===== src/rtl/cp_rca_pkg.sv =====
// -----------------------------------------------------------------------------
// cp_rca_pkg
// Shared definitions for the pipelined ripple-carry adder/subtractor.
//   MODE_ADD / MODE_SUB : encodings of the i_sub operation select
//   cfg_ok()            : legality check of the WIDTH / SEG_W pairing,
//                         used by the top to stop elaboration on a bad pair
// -----------------------------------------------------------------------------
package cp_rca_pkg;

  localparam logic MODE_ADD = 1'b0;
  localparam logic MODE_SUB = 1'b1;

  // WIDTH must split into a whole, non-zero number of SEG_W-bit segments.
  function automatic bit cfg_ok(input int unsigned width, input int unsigned seg_w);
    return (seg_w != 32'd0) && (width >= seg_w) && ((width % seg_w) == 32'd0);
  endfunction

endpackage


===== src/rtl/cp_full_add_str.sv =====
// -----------------------------------------------------------------------------
// cp_full_add_str
// Structural one-bit full adder (gate primitives).
//   i_a, i_b : addend bits
//   i_c      : carry in
//   o_s      : sum bit
//   o_c      : carry out
// -----------------------------------------------------------------------------
module cp_full_add_str (
  input  logic i_a,
  input  logic i_b,
  input  logic i_c,
  output logic o_s,
  output logic o_c
);

  logic w_p;
  logic w_g;
  logic w_t;

  xor u_x_p (w_p, i_a, i_b);
  xor u_x_s (o_s, w_p, i_c);
  and u_a_g (w_g, i_a, i_b);
  and u_a_t (w_t, w_p, i_c);
  or  u_o_c (o_c, w_g, w_t);

endmodule


===== src/rtl/cp_rca_seg.sv =====
// -----------------------------------------------------------------------------
// cp_rca_seg
// Purely combinational SEG_W-bit ripple segment built from cp_full_add_str.
//   i_a, i_b : segment operand slices (i_b already inverted for subtract)
//   i_c      : carry into the segment LSB
//   o_s      : segment sum
//   o_co     : carry out of the segment MSB
//   o_cm     : carry into the segment MSB (overflow detection at the top)
// -----------------------------------------------------------------------------
module cp_rca_seg #(
  parameter int SEG_W = 4
) (
  input  logic [SEG_W-1:0] i_a,
  input  logic [SEG_W-1:0] i_b,
  input  logic             i_c,
  output logic [SEG_W-1:0] o_s,
  output logic             o_co,
  output logic             o_cm
);

  logic [SEG_W:0] w_c;

  assign w_c[0] = i_c;

  for (genvar i = 0; i < SEG_W; i++) begin : g_bit
    cp_full_add_str u_fa (
      .i_a (i_a[i]),
      .i_b (i_b[i]),
      .i_c (w_c[i]),
      .o_s (o_s[i]),
      .o_c (w_c[i+1])
    );
  end

  assign o_co = w_c[SEG_W];
  assign o_cm = w_c[SEG_W-1];

endmodule


===== src/rtl/cp_rca_pipe.sv =====
// -----------------------------------------------------------------------------
// cp_rca_pipe
// Pipelined WIDTH-bit ripple-carry adder/subtractor, one SEG_W-bit segment
// per register stage, valid/ready handshake on both sides, latency NUM_SEG.
//   i_clk, i_rst_n : clock, asynchronous active-low reset
//   i_valid/o_ready: upstream handshake (o_ready = pipeline may advance)
//   i_a, i_b       : operands
//   i_cin          : carry-in (add) / borrow-in (sub)
//   i_sub          : MODE_ADD = A+B+cin, MODE_SUB = A-B-cin
//   o_valid/i_ready: downstream handshake
//   o_s            : sum/difference modulo 2^WIDTH
//   o_cy           : carry out of MSB (not-borrow when subtracting)
//   o_ovf          : two's-complement overflow
// -----------------------------------------------------------------------------
module cp_rca_pipe #(
  parameter int WIDTH = 16,
  parameter int SEG_W = 4
) (
  input  logic             i_clk,
  input  logic             i_rst_n,
  input  logic             i_valid,
  output logic             o_ready,
  input  logic [WIDTH-1:0] i_a,
  input  logic [WIDTH-1:0] i_b,
  input  logic             i_cin,
  input  logic             i_sub,
  output logic             o_valid,
  input  logic             i_ready,
  output logic [WIDTH-1:0] o_s,
  output logic             o_cy,
  output logic             o_ovf
);

  import cp_rca_pkg::*;

  localparam int NUM_SEG = WIDTH / SEG_W;

  if (!cfg_ok(WIDTH, SEG_W)) begin : g_bad_cfg
    $error("cp_rca_pipe: WIDTH must be a non-zero multiple of SEG_W");
  end

  logic             w_adv;
  logic [WIDTH-1:0] w_beff;
  logic             w_ceff;

  // Per-stage inputs: operands still to be summed (next slice at the bottom),
  // incoming carry, partial sum assembled so far and incoming valid.
  logic [WIDTH-1:0] w_a    [NUM_SEG];
  logic [WIDTH-1:0] w_b    [NUM_SEG];
  logic [WIDTH-1:0] w_sp   [NUM_SEG];
  logic             w_c    [NUM_SEG];
  logic             w_vin  [NUM_SEG];
  logic [SEG_W-1:0] w_seg_s  [NUM_SEG];
  logic             w_seg_co [NUM_SEG];
  logic             w_seg_cm [NUM_SEG];

  logic             r_vld [NUM_SEG];
  logic [WIDTH-1:0] r_s   [NUM_SEG];
  logic [WIDTH-1:0] r_a   [NUM_SEG];
  logic [WIDTH-1:0] r_b   [NUM_SEG];
  logic             r_c   [NUM_SEG];
  logic             r_ovf;

  // Subtraction is A + ~B + ~borrow, so only B and the carry-in are bent.
  always_comb begin
    w_beff = i_b;
    w_ceff = i_cin;
    if (i_sub == MODE_SUB) begin
      w_beff = ~i_b;
      w_ceff = ~i_cin;
    end else begin
      w_beff = i_b;
      w_ceff = i_cin;
    end
  end

  // The whole pipe moves as one; a held output freezes every stage.
  assign w_adv   = !r_vld[NUM_SEG-1] || i_ready;
  assign o_ready = w_adv;

  for (genvar k = 0; k < NUM_SEG; k++) begin : g_stage

    if (k == 0) begin : g_src_in
      assign w_a[k]   = i_a;
      assign w_b[k]   = w_beff;
      assign w_c[k]   = w_ceff;
      assign w_sp[k]  = {WIDTH{1'b0}};
      assign w_vin[k] = i_valid;
    end else begin : g_src_prev
      assign w_a[k]   = r_a[k-1];
      assign w_b[k]   = r_b[k-1];
      assign w_c[k]   = r_c[k-1];
      assign w_sp[k]  = r_s[k-1];
      assign w_vin[k] = r_vld[k-1];
    end

    cp_rca_seg #(.SEG_W(SEG_W)) u_seg (
      .i_a  (w_a[k][SEG_W-1:0]),
      .i_b  (w_b[k][SEG_W-1:0]),
      .i_c  (w_c[k]),
      .o_s  (w_seg_s[k]),
      .o_co (w_seg_co[k]),
      .o_cm (w_seg_cm[k])
    );

    // Stage register: merge this slice into the partial sum and shift the
    // remaining operand bits down so the next stage always reads bit 0 up.
    always_ff @(posedge i_clk or negedge i_rst_n) begin
      if (!i_rst_n) begin
        r_vld[k] <= 1'b0;
        r_s[k]   <= {WIDTH{1'b0}};
        r_a[k]   <= {WIDTH{1'b0}};
        r_b[k]   <= {WIDTH{1'b0}};
        r_c[k]   <= 1'b0;
      end else if (w_adv) begin
        r_vld[k] <= w_vin[k];
        r_s[k]   <= w_sp[k] | (WIDTH'(w_seg_s[k]) << (k * SEG_W));
        r_a[k]   <= w_a[k] >> SEG_W;
        r_b[k]   <= w_b[k] >> SEG_W;
        r_c[k]   <= w_seg_co[k];
      end
    end
  end

  // Overflow only exists at the top segment, where the MSB carries are seen.
  always_ff @(posedge i_clk or negedge i_rst_n) begin
    if (!i_rst_n) begin
      r_ovf <= 1'b0;
    end else if (w_adv) begin
      r_ovf <= w_seg_cm[NUM_SEG-1] ^ w_seg_co[NUM_SEG-1];
    end
  end

  assign o_valid = r_vld[NUM_SEG-1];
  assign o_s     = r_s[NUM_SEG-1];
  assign o_cy    = r_c[NUM_SEG-1];
  assign o_ovf   = r_ovf;

endmodule


===== config.mk =====
export PLATFORM = sky130hd
export DESIGN_NAME = cp_rca_pipe
export DESIGN_NICKNAME = d
export VERILOG_FILES = /design/src/rtl/cp_rca_pkg.sv /design/src/rtl/cp_full_add_str.sv /design/src/rtl/cp_rca_seg.sv /design/src/rtl/cp_rca_pipe.sv
export SDC_FILE = /design/constraint.sdc
export NUM_CORES = 1
export LEC_CHECK = 0
export ABC_AREA = 1
export CELL_PAD_IN_SITES_DETAIL_PLACEMENT = 2
export CELL_PAD_IN_SITES_GLOBAL_PLACEMENT = 2
export CORE_ASPECT_RATIO = 0.9
export CORE_MARGIN = 2
export CORE_UTILIZATION = 33
export DETAILED_ROUTE_END_ITERATION = 8
export PLACE_DENSITY = 0.87
export SLEW_MARGIN = 10
export SYNTH_ARGS = -nofsm -noshare
export SYNTH_HDL_FRONTEND = slang
export SYNTH_HIERARCHICAL = 1
export SYNTH_SLANG_ARGS = --single-unit

===== constraint.sdc =====
create_clock -name i_clk -period 3.08 [get_ports i_clk]
set_input_delay 0.924 -clock i_clk [delete_from_list [all_inputs] [get_ports i_clk]]
set_output_delay 0.924 -clock i_clk [all_outputs]
set_load 0.005 [all_outputs]

==> metrics.sh <==
WORST-R2R-CELL-COUNT=8
DRV_SLEW=0
REGTOREGENDPOINT='o_ovf'
DRTITER0DRC=118
CTS_ROOT_BUFFER='clkbuf_16'
GRT_OVERFLOW_TOTAL=0
WORSTSETUPENDPOINTTYPE='register'
POST_SYNTH_INSTANCE_AREA_SQ_UM=4302
FINAL.PERIOD_UTILIZATION_PCT=97.74
SYNTHESIS.NETS=536
TRITONCTS='yes'
FINAL_LAYOUT_SIZE_SUFFIX_GT1_SHARE_PCT=4.817
POST-PLACE-WS_NS=-0.4333
PLACE.PORT_BUFFERS=57
IO-PIN-COUNT=58
SYN_TO_FINAL_GROWTH_PCT=20.74
YOSYSSEQAREASHARE_PCT=56.43
POWER.LEAKAGE_uW=0.002637
WORST_IR_DROP_VDD_uV=291.9
SLOWEST_DELAY_NS=0.45
YS_TYPES=13
POWER-PER-CELL-AREA_nW_PER_UM2=972.2
CRITICAL_PATH.MAX_FANOUT=1
PLACED_CELL_AREA_SQ_UM=4918
POSTSYNTHREGISTERBITS=97
CRITICAL_PATH.STARTPOINT_TYPE='input pin'
FIN_CRIT_NS=3.011
DRCVIOLATIONCOUNT=0
OUTCOME='finished clean'
HOLD_VIOL=0
DRV_CAP=0
PATH_COMMON_CELL='fa_2'
LARGEST_NET_DEGREE_AT_THE_START_OF_GLOBAL_ROUTING=66
WHS_NS=0.4602
YOSYSWARNINGCOUNT=6
CRIT_REQUIRED_NS=3.30
CRIT_SLOWEST_CELL='fa_1'
TIMING_WORST_SLEW_PIN_VALUE_NS=0.6866
NUMBER_OF_CTS_INSERTED_BUFFERS=9
CLKSLEWWORSTSETUPHOLDPATHS_NS=0.06
GRT_PASS1_WL_MM=18.40
VERTICAL_DIE_DIMENSION_UM=112.3
REG_TO_REG_START='r_a[16]'
REPORT.POWER.TOTAL_uW=5049
SYNTHDOMINANTCELLAREASHARE_PCT=56.43
HOLD_PATH.STARTPOINT='r_vld[1]'
ARRIVAL_NS=3.23
FIN_UTIL_PCT=40.94
FMAX_GHz=0.3322
CRIT_PATH_CELL_TRACE='clkdlybuf4s50_1 > xor2_1 > fa_2 > fa_2 > fa_2 > fa_1 > nand2_1 > o21ai_0'
SETUP_WS_NS=0.06949
ANT_NETS=0
INITIAL_CORE_UTIL_PCT=33.91
CLOCKBUFFERDEPTH=2
RANKING_OF_SYNTHESIZED_CELLS_BY_AREA='dfrtp_1 (56%), nand2_1 (23%), fa_1 (7.4%), buf_4 (3.5%), inv_1 (2.2%)'
POST_DETAILED_PLACEMENT_HALF_PERIMETER_WIRELENGTH_MM=7.603
FLOORPLAN.CORE_AREA_SQ_UM=12690
SYN-MEAN-INSTANCE-AREA_SQ_UM=8.925
CHIPWIDTH_UM=124.3
MOSTFREQUENTLAYOUTCELL='nand2_1'
FLOORPLAN.DIE_AREA_SQ_UM=13970
ROUTED_WL_MM=10.58
LAYOUT_COMMON_CELLS='nand2_1 (266), dfrtp_1 (97), clkdlybuf4s50_1 (54)'
SYNTH_TOP_AREA_CELL='dfrtp_1'
SETUP_VIOLATIONS=0
DRT_FIRST_PASS_ITERS=4
TIMING.HOLD.WORST_PATH_DEPTH=2
CRITICAL_PATH_CLASS='in -> reg'
GRT_SETUP_UNREPAIRED='no'
CLOCK_LATENCY_OF_THE_LATER_CLOCKED_REGISTER_IN_THE_WORST_SKEW_PAIR_NS=0.34
AVGROUTEDWIREPERCELL_UM=15.49
HOLD_END='o_valid'
VIA_PER_INST=4.551
NUMBER_OF_ANTENNA_VIOLATIONS_AT_THE_FIRST_CHECK_IN_GLOBAL_ROUTING=0
MAXSLEWHEADROOM_PCT=54.22
POST_SYNTH_INST_COUNT=482
GLOBALROUTETOTALUTIL_PCT=16.49
FIN_WORST_SKEW_NS=0.004020
GLOBALPLACE.CONGESTION=0.7893
INSERTEDDIODECOUNT=0
WORST_SETUP_PATH_STARTPOINT='i_b[0]'
RRSETUPSLACK_NS=0.58
H-TREE-DEPTH=3
FINISH.NET_COUNT=572
FIRST_GLOBAL_VIAS=3558
VIA_COUNT=3108
POST-ROUTE-CELL-AREA_SQ_UM=5194
CTS.SINKS=97
CTS_HOLD_BUFFERS=0
HOLDCRITPATHCLASS='reg -> reg'
ROWS=39
worst max-delay path by stage:
stage,end,slack [ns],cells past startpoint
3_5_place_dp,r_s[51],-0.43,8
4_1_cts,r_s[51],0.07,8
2_1_floorplan,r_s[51],-0.01,9
6_report,r_s[51],0.07,8
3_3_place_gp,r_s[51],-0.38,8
5_1_grt,r_s[51],0.01,8
power by group:
group	leakage, uW	total (uW)	switching, uW	internal, uW
clock	0.000133	1080	448	634
combinational	0.00133	1750	982	771
sequential	0.00117	2210	370	1840
cell families (layout without fill, tap and decap cells):
kind of cell,count (synthesis),in the layout,synth area share [%]
compound gates,18,18,2.094
simple gates,281,281,25.13
fa+ha+maj,16,16,7.446
flops,97,97,56.43
xor+xnor,5,5,1.018
buf+inv,65,102,7.882
what timing repair did:
action,4_1_cts,5_1_grt
endpoints found under the hold margin,0,0
buffers inserted,0,0
setup endpoints to repair,2,0
gates resized for setup,3,0
layout make-up:
| type | count | area (sq um) |
|---|---|---|
| fillers | 1405 | 7493 |
| well taps | 164 | 205.2 |
| repair buffers | 64 | 643.1 |
| clock inverters | 1 | 30.03 |
| inverters | 26 | 97.59 |
| multi-input cells | 320 | 1548 |
| flip-flops and latches | 97 | 2427 |
| clock buffers | 11 | 242.7 |
synth_stat cells, drive strengths merged:
library cell and count:
xor2 5, nand2 267, inv 26, fa 16, nor2 1, o21ai 18
dfrtp 97, buf 36, clkbuf 3, nand3 13
critical path: cells and delay by family:
kind	cells	cell delay (ns)
xor+xnor	1	0.17
fa+ha+maj	4	1.55
simple gates	1	0.08
buf+inv	1	0.43
compound gates	1	0.07
registers in the layout, indices dropped and copies added, names as in the netlist:
register and count:
o_valid 1, o_s 16, r_b 24, r_c 3, o_cy 1, o_ovf 1
r_vld 3, r_a 24, r_s 24
per-layer routing:
layer	vias up	wire length (um)	global-route usage (%)
met2	59	5223	28.45
met3	10	390	4.194
li1	1491	-	-
met1	1548	4866	21.22
met4	0	97	3.371
met5	-	0	0
metrics by stage:
step | cells | setup TNS [ns]
after floorplan | 482 | -0.01345
after global placement | 671 | -0.7498
after detailed placement | 671 | -0.8603
after CTS | 683 | 0
after global routing | 683 | 0
final | 683 | 0
No activity file was read; power rests on OpenSTA's default activity.
==> RTL change: new RTL, same settings <==
`SEG_W` is set to 4 in 2 places; all go to 8.
--- a/src/rtl/cp_rca_seg.sv
+++ b/src/rtl/cp_rca_seg.sv
@@ -10,3 +10,3 @@
 module cp_rca_seg #(
-  parameter int SEG_W = 4
+  parameter int SEG_W = 8
 ) (
--- a/src/rtl/cp_rca_pipe.sv
+++ b/src/rtl/cp_rca_pipe.sv
@@ -16,3 +16,3 @@
   parameter int WIDTH = 16,
-  parameter int SEG_W = 4
+  parameter int SEG_W = 8
 ) (
Check against the original RTL: not equivalent (a bounded check fails within 4 cycles, from zero or initial values and one cycle with i_rst_n low).
==> RTL change against the original RTL <==
  * Final area shrank 40%
  * Largest power group unchanged
  * Cell count shrank 42%
  * Wire length shrank 34%
  * Setup slack got worse by 1.1 ns
  * The flow now finishes with violations (setup timing)
  * Non-clock buffer count grew 4
  * Synthesized area fell by 46%
  * Sequential cell count is 52 lower
  * Total power shrank 58%
  * Register-to-register slack got worse by 1.2 ns
==> RTL change: results (changes against the original RTL) <==
| Metric | Value |
|---|---|
| Synth top area cells | `dfrtp_1, nand2_1, fa_1 (unchanged)` |
| Met3 Use GR | `1.99% (was 4.19%)` |
| Final Net Count | `357 (was 572)` |
| Sequential share of the synthesized area | `48.1% (was 56.4%)` |
| Run status | `finished, violations left (was completed)` |
| Crit-path max FO | `3 (was 1)` |
| Reg2Reg Depth | `12 (was 8)` |
| Worst slew pin tran | `0.531 ns (was 0.687 ns)` |
| GR Layer Usage met2 | `35.7% (was 28.5%)` |
| Failing checks | `setup timing` |
| Synth top cells by count | `nand2_1, dfrtp_1, buf_4, inv_1, fa_1 (was nand2_1, dfrtp_1, inv_1, buf_4, o21ai_0)` |
| Place WS | `-1.85 ns (was -0.433 ns)` |
| FILL cells | `767 (was 1405)` |
| Largest net degree at the start of global routing | `46 (was 66)` |
| Critical-path cell with the highest stage delay | `fa_2 (was fa_1)` |
| Final setup fails | `9 (was 0)` |
| Initial DRC Count | `99 (was 118)` |
| Max Used Layer | `met4 (unchanged)` |
| Critical Path Sink | `r_s[23] (was r_s[51])` |
| H-Tree Depth | `2 (was 3)` |
| Total Wirelength | `6.94 mm (was 10.6 mm)` |
| Worst-Skew Late Latency | `0.31 ns (was 0.34 ns)` |
| Area of the multi-input gates | `1020 sq um (was 1550 sq um)` |
| HPWL after detailed placement | `4.77 mm (was 7.60 mm)` |
| Worst vdd ir | `0.273 mV (was 0.292 mV)` |
| Worst reg-to-reg setup slack | `-0.66 ns (was 0.58 ns)` |
| Slowest cell delay on critical path | `0.52 ns (was 0.45 ns)` |
| Global-route wire length before repair | `11.6 mm (was 18.4 mm)` |
| Worst Skew | `0.00859 ns (was 0.00402 ns)` |
| Met3 WL post-DR | `145 microns (was 390 microns)` |
| Synthesized net count | `308 (was 536)` |
| Setup TNS | `-5.18 ns (was 0 ns)` |
| Cell Area, Placed | `2970 sq um (was 4920 sq um)` |
| CTS root buffer | `clkbuf_8 (was clkbuf_16)` |
| Critical Path Start | `i_sub (was i_b[0])` |
| Overall Global Routing Usage | `19.8% (was 16.5%)` |
| CP arrival | `4.36 ns (was 3.23 ns)` |
| Share of layout cells above drive strength 1 | `15.1% (was 4.82%)` |
| Vias | `1802 (was 3108)` |
| Clk slew on worst S/H paths | `0.08 ns (was 0.06 ns)` |
| Met1 Track Usage GR | `24.4% (was 21.2%)` |
| Met1 wire length | `2.82 mm (was 4.87 mm)` |
| Setup ws final | `-1.04 ns (was 0.0695 ns)` |
| DR vias/cell | `4.54 (was 4.55)` |
| Placer Congestion | `0.739 (was 0.789)` |
## RTL change: power by group
group          internal, uW  switching, uW  total (uW)
clock network           322            211         533
registers               752            109         861
logic                   388            336         725
total                  1460            656        2120
## RTL change: worst min-delay path, stage by stage, from the launching register on
cell and delay [ns]:
dfrtp_1 0.33, inv_1 0.05, nand2_1 0.05
## RTL change: logic make-up (layout without fill, tap and decap cells)
group	after synthesis	count (layout)	share of synthesized area, %
compound gates	16	16	3.42
xor+xnor	9	9	3.37
fa+ha+maj	16	16	13.7
buf+inv	47	97	11.2
flops	45	45	48.1
simple gates	121	121	20.3
## RTL change: cell type report
cell class,instances,area share (%)
clock buffer,5,2.19
clock inverter,3,2.07
inverter,21,2.51
multi-input combinational,162,32.5
sequential,45,35.8
tap,93,3.70
timing repair buffer,68,21.1
## RTL change: timing repair
action / CTS / global route
setup endpoints to repair: 10 / 9
pin swaps: 4 / 3
buffers inserted: 4 / 0
gates resized for setup: 10 / 7
hold buffers: 0 / 0
cloned: 0 / 0
